===== config.mk =====
export PLATFORM = sky130hd
export DESIGN_NAME = ring_decoder
export DESIGN_NICKNAME = d
export VERILOG_FILES = /design/src/rtl/ring_pkg.sv /design/src/rtl/onehot_to_bin.sv /design/src/rtl/ring_decoder.sv
export SDC_FILE = /design/constraint.sdc
export NUM_CORES = 1
export LEC_CHECK = 0
export CAP_MARGIN = 25
export CORE_MARGIN = 3
export CORE_UTILIZATION = 40
export DETAILED_ROUTE_END_ITERATION = 10
export GPL_TIMING_DRIVEN = 0
export PLACE_DENSITY_LB_ADDON = 0.3
export SETUP_SLACK_MARGIN = 0.05
export SYNTH_ARGS = -nofsm -noshare
export SYNTH_HDL_FRONTEND = slang
export SYNTH_HIERARCHICAL = 1
export SYNTH_SLANG_ARGS = --single-unit
export TNS_END_PERCENT = 100

===== constraint.sdc =====
create_clock -name clk -period 2.1 [get_ports clk]
set_input_delay 0.42 -clock clk [delete_from_list [all_inputs] [get_ports clk]]
set_output_delay 0.42 -clock clk [all_outputs]
set_load 0.02 [all_outputs]

===== src/rtl/ring_pkg.sv =====
// Shared types and constants for the one-hot ring-counter code path.
package ring_pkg;

    typedef enum logic [1:0] {
        SEARCH = 2'd0,
        TRACK  = 2'd1,
        LOCKED = 2'd2
    } ring_state_t;

    localparam int RING_WIDTH_DEF = 4;
    localparam int ERR_CNT_W      = 8;

endpackage


===== src/rtl/onehot_to_bin.sv =====
// Combinational one-hot legality flag (popcount == 1) and binary index encoder.
module onehot_to_bin #(
    parameter int WIDTH = 4,
    parameter int IDXW  = $clog2(WIDTH)
) (
    input  logic [WIDTH-1:0] code,
    output logic             onehot,
    output logic [IDXW-1:0]  idx
);

    localparam int CW = $clog2(WIDTH + 1);

    logic [CW-1:0] ones;

    // idx ORs every set position; it is only meaningful when onehot is high.
    always_comb begin
        ones = '0;
        idx  = '0;
        for (int i = 0; i < WIDTH; i++) begin
            if (code[i]) begin
                ones = ones + CW'(1);
                idx  = idx | IDXW'(i);
            end
        end
        onehot = (ones == CW'(1));
    end

endmodule


===== src/rtl/ring_decoder.sv =====
// Ring-code receiver: decodes the one-hot code, checks single-step left rotation,
// tracks lock to the sequence and counts error samples.
module ring_decoder
    import ring_pkg::*;
#(
    parameter int WIDTH    = RING_WIDTH_DEF,
    parameter int IDXW     = $clog2(WIDTH),
    parameter int LOCK_CNT = 4
) (
    input  logic                 clk,
    input  logic                 rst,
    input  logic                 in_valid,
    input  logic [WIDTH-1:0]     ring_in,
    output logic [IDXW-1:0]      idx_out,
    output logic                 idx_valid,
    output logic                 onehot_err,
    output logic                 seq_err,
    output logic                 locked,
    output logic [ERR_CNT_W-1:0] err_count
);

    ring_state_t    state, state_d;
    logic [3:0]     good_cnt, good_d;
    logic [IDXW-1:0] prev_idx, prev_d, idx_d, dec_idx, exp_idx;
    logic           have_prev, have_d;
    logic           iv_d, oh_d, seq_d, dec_onehot, match;

    onehot_to_bin #(.WIDTH(WIDTH), .IDXW(IDXW)) u_dec (
        .code   (ring_in),
        .onehot (dec_onehot),
        .idx    (dec_idx)
    );

    // Explicit wrap keeps the check correct for non-power-of-two widths.
    assign exp_idx = (prev_idx == IDXW'(WIDTH - 1)) ? '0 : prev_idx + IDXW'(1);
    assign match   = have_prev && (dec_idx == exp_idx);

    always_comb begin
        state_d = state;
        good_d  = good_cnt;
        prev_d  = prev_idx;
        have_d  = have_prev;
        idx_d   = idx_out;
        iv_d    = 1'b0;
        oh_d    = 1'b0;
        seq_d   = 1'b0;
        if (in_valid) begin
            if (!dec_onehot) begin
                oh_d    = 1'b1;
                state_d = SEARCH;
                have_d  = 1'b0;
                good_d  = '0;
            end else begin
                iv_d   = 1'b1;
                idx_d  = dec_idx;
                prev_d = dec_idx;
                have_d = 1'b1;
                case (state)
                    SEARCH: begin
                        state_d = TRACK;
                        good_d  = '0;
                    end
                    TRACK: begin
                        if (match) begin
                            good_d = good_cnt + 4'd1;
                            if (good_d == 4'(LOCK_CNT)) state_d = LOCKED;
                        end else begin
                            seq_d  = 1'b1;
                            good_d = '0;
                        end
                    end
                    LOCKED: begin
                        if (!match) begin
                            seq_d   = 1'b1;
                            state_d = TRACK;
                            good_d  = '0;
                        end
                    end
                    default: state_d = SEARCH;
                endcase
            end
        end
    end

    always_ff @(posedge clk or negedge rst) begin
        if (!rst) begin
            state      <= SEARCH;
            good_cnt   <= '0;
            prev_idx   <= '0;
            have_prev  <= 1'b0;
            idx_out    <= '0;
            idx_valid  <= 1'b0;
            onehot_err <= 1'b0;
            seq_err    <= 1'b0;
            locked     <= 1'b0;
            err_count  <= '0;
        end else begin
            state      <= state_d;
            good_cnt   <= good_d;
            prev_idx   <= prev_d;
            have_prev  <= have_d;
            idx_out    <= idx_d;
            idx_valid  <= iv_d;
            onehot_err <= oh_d;
            seq_err    <= seq_d;
            locked     <= (state_d == LOCKED);
            if ((oh_d || seq_d) && (err_count != {ERR_CNT_W{1'b1}}))
                err_count <= err_count + ERR_CNT_W'(1);
        end
    end

endmodule


==> impl_metrics.csv <==
group,metric,value,unit
clock_network,clock_path_buffers,2,
logic_synthesis,async_flop_share,1.00,
logic_synthesis,synth_cell_types,38,
clock_network,clk_pin_slew,0.12,ns
setup_path,max_stage_delay,0.29,ns
setup_path,cp_num_buf_inv,6,
place,dpl_cell_area,1540,um^2
setup_path,critPathMostFrequentCell,"ha_4",
die,core,2830,um^2
clock_network,numClockSinks,21,
setup_path,crit_family,"buffers and inverters",
grt,grt_pass1_vias,934,
logic_synthesis,synth_area,1220,um^2
sta,maxSlewViolCount,0,
run_status,status,"finished with violations",
setup_path,reg2reg_to,"locked",
logic_synthesis,ys.flop_type,"dfrtp_1",
setup_path,rr_worst_depth,6,
clock_network,cts_htree_levels,1,
detailed_routing,postRouteAntennaNets,0,
setup_path,crit_slowest_cell,"mux2_4",
detailed_routing,wl,2730,um
layout,design_area,1800,um^2
place,hpwlAfterDp,1790,um
detailed_routing,post_drt_wl_per_cell,14.7,um
clock_network,cts_made_buffers,3,
grt,gr-total-overflow,0,
detailed_routing,num_vias,1027,
grt,grt_max_degree,22,
power_and_ir_drop,peakVddDrop,0.392,mV
logic_synthesis,ys_warn_count,6,
sta,rsz0062_at_grt,"yes",
setup_path,crit_type,"in2reg",
logic_synthesis,synth_seq_cells,21,
logic_synthesis,synth_fp_nets,134,
grt,antenna_found_initial,0,
layout,syn2layout_area_growth,47.4,%
layout,drive_above_1_share,0.361,
layout,num_antenna_cells,0,
sta,worst_pin_slew,0.553,ns
logic_synthesis,synth_cells,117,
die,dieArea,3760,um^2
sta,relSlewSlack,0.631,
sta,layout_setup_ws,-0.110,ns
logic_synthesis,synth_top_cell_area_share,0.429,
flow_run,cap_violations,0,
run_status,failed_checks,"setup timing",
sta,fin_skew,0.00432,ns
die,die_h,61.3,um
detailed_routing,vias_per_cell,5.52,
logic_synthesis,yosys-top-cells-area,"dfrtp_1 43%, ha_1 10%, xnor2_1 5.0%",
min_path,hp-class,"in2async",
sta,max_freq,0.453,GHz
setup_path,critPathCaptureType,"register",
clock_network,insertion_delay,0.31,ns
detailed_routing,firstDrtPassIters,4,
setup_path,r2r_start,"good_cnt[0]",
setup_path,reg2reg_slack,0.04,ns
setup_path,required,2.30,ns
logic_synthesis,synth_edf_count,0,
clock_network,cts_tree,"built",
clock_network,root_buffer,"clkbuf_4",
power_and_ir_drop,power.leakage,0.762,nW
power_and_ir_drop,p_per_area,853,nW/um^2
die,die_w,61.3,um
place,portBuffers,19,
setup_path,cp.arrival,2.41,ns
power_and_ir_drop,p_total,1.54,mW
detailed_routing,first_iter_violations,44,
logic_synthesis,ys_seq_area_frac,0.429,
grt,grt_pass1_wl,4210,um
sta,setup_viol,15,
layout,layout_common_cells,"21 x dfrtp_1, 15 x clkdlybuf4s50_1, 12 x buf_4",
detailed_routing,drc,0,
setup_path,critPathMaxFanout,4,
layout,fin_nets,173,
grt,grt.total_usage,0.151,
place,gp_congestion,0.785,
die,start_util,0.433,
setup_path,worstSetupStartpointType,"input port",
sta,final_hold_viol_count,0,
sta,period_share,1.05,
clock_network,hold_buffers,0,
logic_synthesis,yosys.area.top_type,"dfrtp_1",
logic_synthesis,syn_avg_cell_area,10.5,um^2
setup_path,cp_cell_sequence,"buf_12 -> inv_12 -> ha_4 -> xnor2_4 -> inv_2 -> ha_4 -> nand3b_1 -> o32ai_4 -> buf_6 -> inv_4 -> o21ai_4 -> a211oi_2 -> buf_4 -> mux2_4",
sta,finalCriticalPeriod,2.21,ns
layout,final_common_cell,"dfrtp_1",
die,rows,19,
die,io_pins,21,
==> power breakdown <==
part	total, mW	leakage (nW)	switching (mW)	internal (mW)
Clock	0.196	0.0177	0.125	0.0712
Combinational	0.726	0.476	0.342	0.385
Sequential	0.617	0.268	0.117	0.500
==> how the worst max path moves through the flow <==
| stage | start | to | slack (ns) | cells past startpoint |
|---|---|---|---|---|
| 2_1_floorplan | ring_in[1] | locked | -0.28 | 12 |
| 3_3_place_gp | ring_in[1] | err_count[7] | -1.15 | 12 |
| 3_5_place_dp | ring_in[1] | locked | -1.21 | 12 |
| 4_1_cts | ring_in[1] | locked | -0.13 | 13 |
| 5_1_grt | ring_in[1] | err_count[1] | -0.18 | 14 |
| 6_report | ring_in[1] | err_count[1] | -0.11 | 14 |
==> synthesized netlist by cell type (all sizes together), types with 2 or more instances <==
| master | count |
|---|---|
| nor3 | 4 |
| nand3b | 4 |
| nand2 | 7 |
| nor2b | 2 |
| dfrtp | 21 |
| or2 | 2 |
| a21oi | 2 |
| nand3 | 5 |
| inv | 10 |
| mux2 | 3 |
| nor2 | 4 |
| xnor2 | 7 |
| o21ai | 6 |
| xor2 | 4 |
| nand4 | 4 |
| nand2b | 2 |
| ha | 10 |
==> worst reg2reg max path, cell delays in order (launching register included) <==
cell and delay [ns]:
dfrtp_1 0.47, ha_1 0.28, nand3b_1 0.18, o31ai_2 0.36, a2111oi_4 0.13, or3_4 0.41, nor3_2 0.17
==> metal layers <==
layer,up-vias,wire [um],track usage
li1,491,-,-
met1,513,1220,0.198
met2,19,1380,0.249
met3,4,97,0.0377
met4,0,31,0.0372
met5,-,0,0
==> area by class of cell <==
type / count / area [um^2]
plain buffers: 1 / 3.75
clock buffers: 3 / 22.5
clock inverters: 1 / 5.00
fillers: 233 / 1020
inverters: 10 / 55.1
multi-input cells: 85 / 835
flip-flops and latches: 21 / 526
well taps: 31 / 38.8
repair buffers: 34 / 319
==> timing repair <==
action	CTS	global route
pin swaps	17	13
resized for setup	34	12
setup buffers	12	3
setup endpoints to repair	21	16
==> through the flow <==
step | hold WS (ns) | utilization | cells | setup TNS [ns] | setup slack (ns)
global placement | 0.482 | 0.545 | 167 | -19.83 | -1.15
detailed placement | 0.483 | 0.545 | 167 | -20.88 | -1.21
finish | 0.346 | 0.638 | 186 | -0.775 | -0.110
CTS | 0.501 | 0.610 | 183 | -0.943 | -0.132
global route | 0.341 | 0.638 | 186 | -1.99 | -0.176
floorplan | 0.124 | - | 117 | -2.87 | -0.276
==> cell families (layout without fill, tap and decap cells) <==
logic type / count (synthesis) / after routing / share of synthesized area
adders and majority gates: 10 / 10 / 0.102
buffers and inverters: 11 / 49 / 0.0337
DFF: 21 / 21 / 0.429
and+or+nand+nor: 39 / 39 / 0.187
xor gates and xnor gates: 11 / 11 / 0.0787
AOI/OAI and AO/OA: 21 / 21 / 0.130
muxes: 4 / 4 / 0.0389
==> state kept, by name, indices dropped and copies added, names as in the netlist <==
signal      count
state           2
have_prev       1
good_cnt        4
prev_idx        2
err_count       8
seq_err         1
onehot_err      1
locked          1
idx_valid       1
Power figures use the tool's default switching activity.
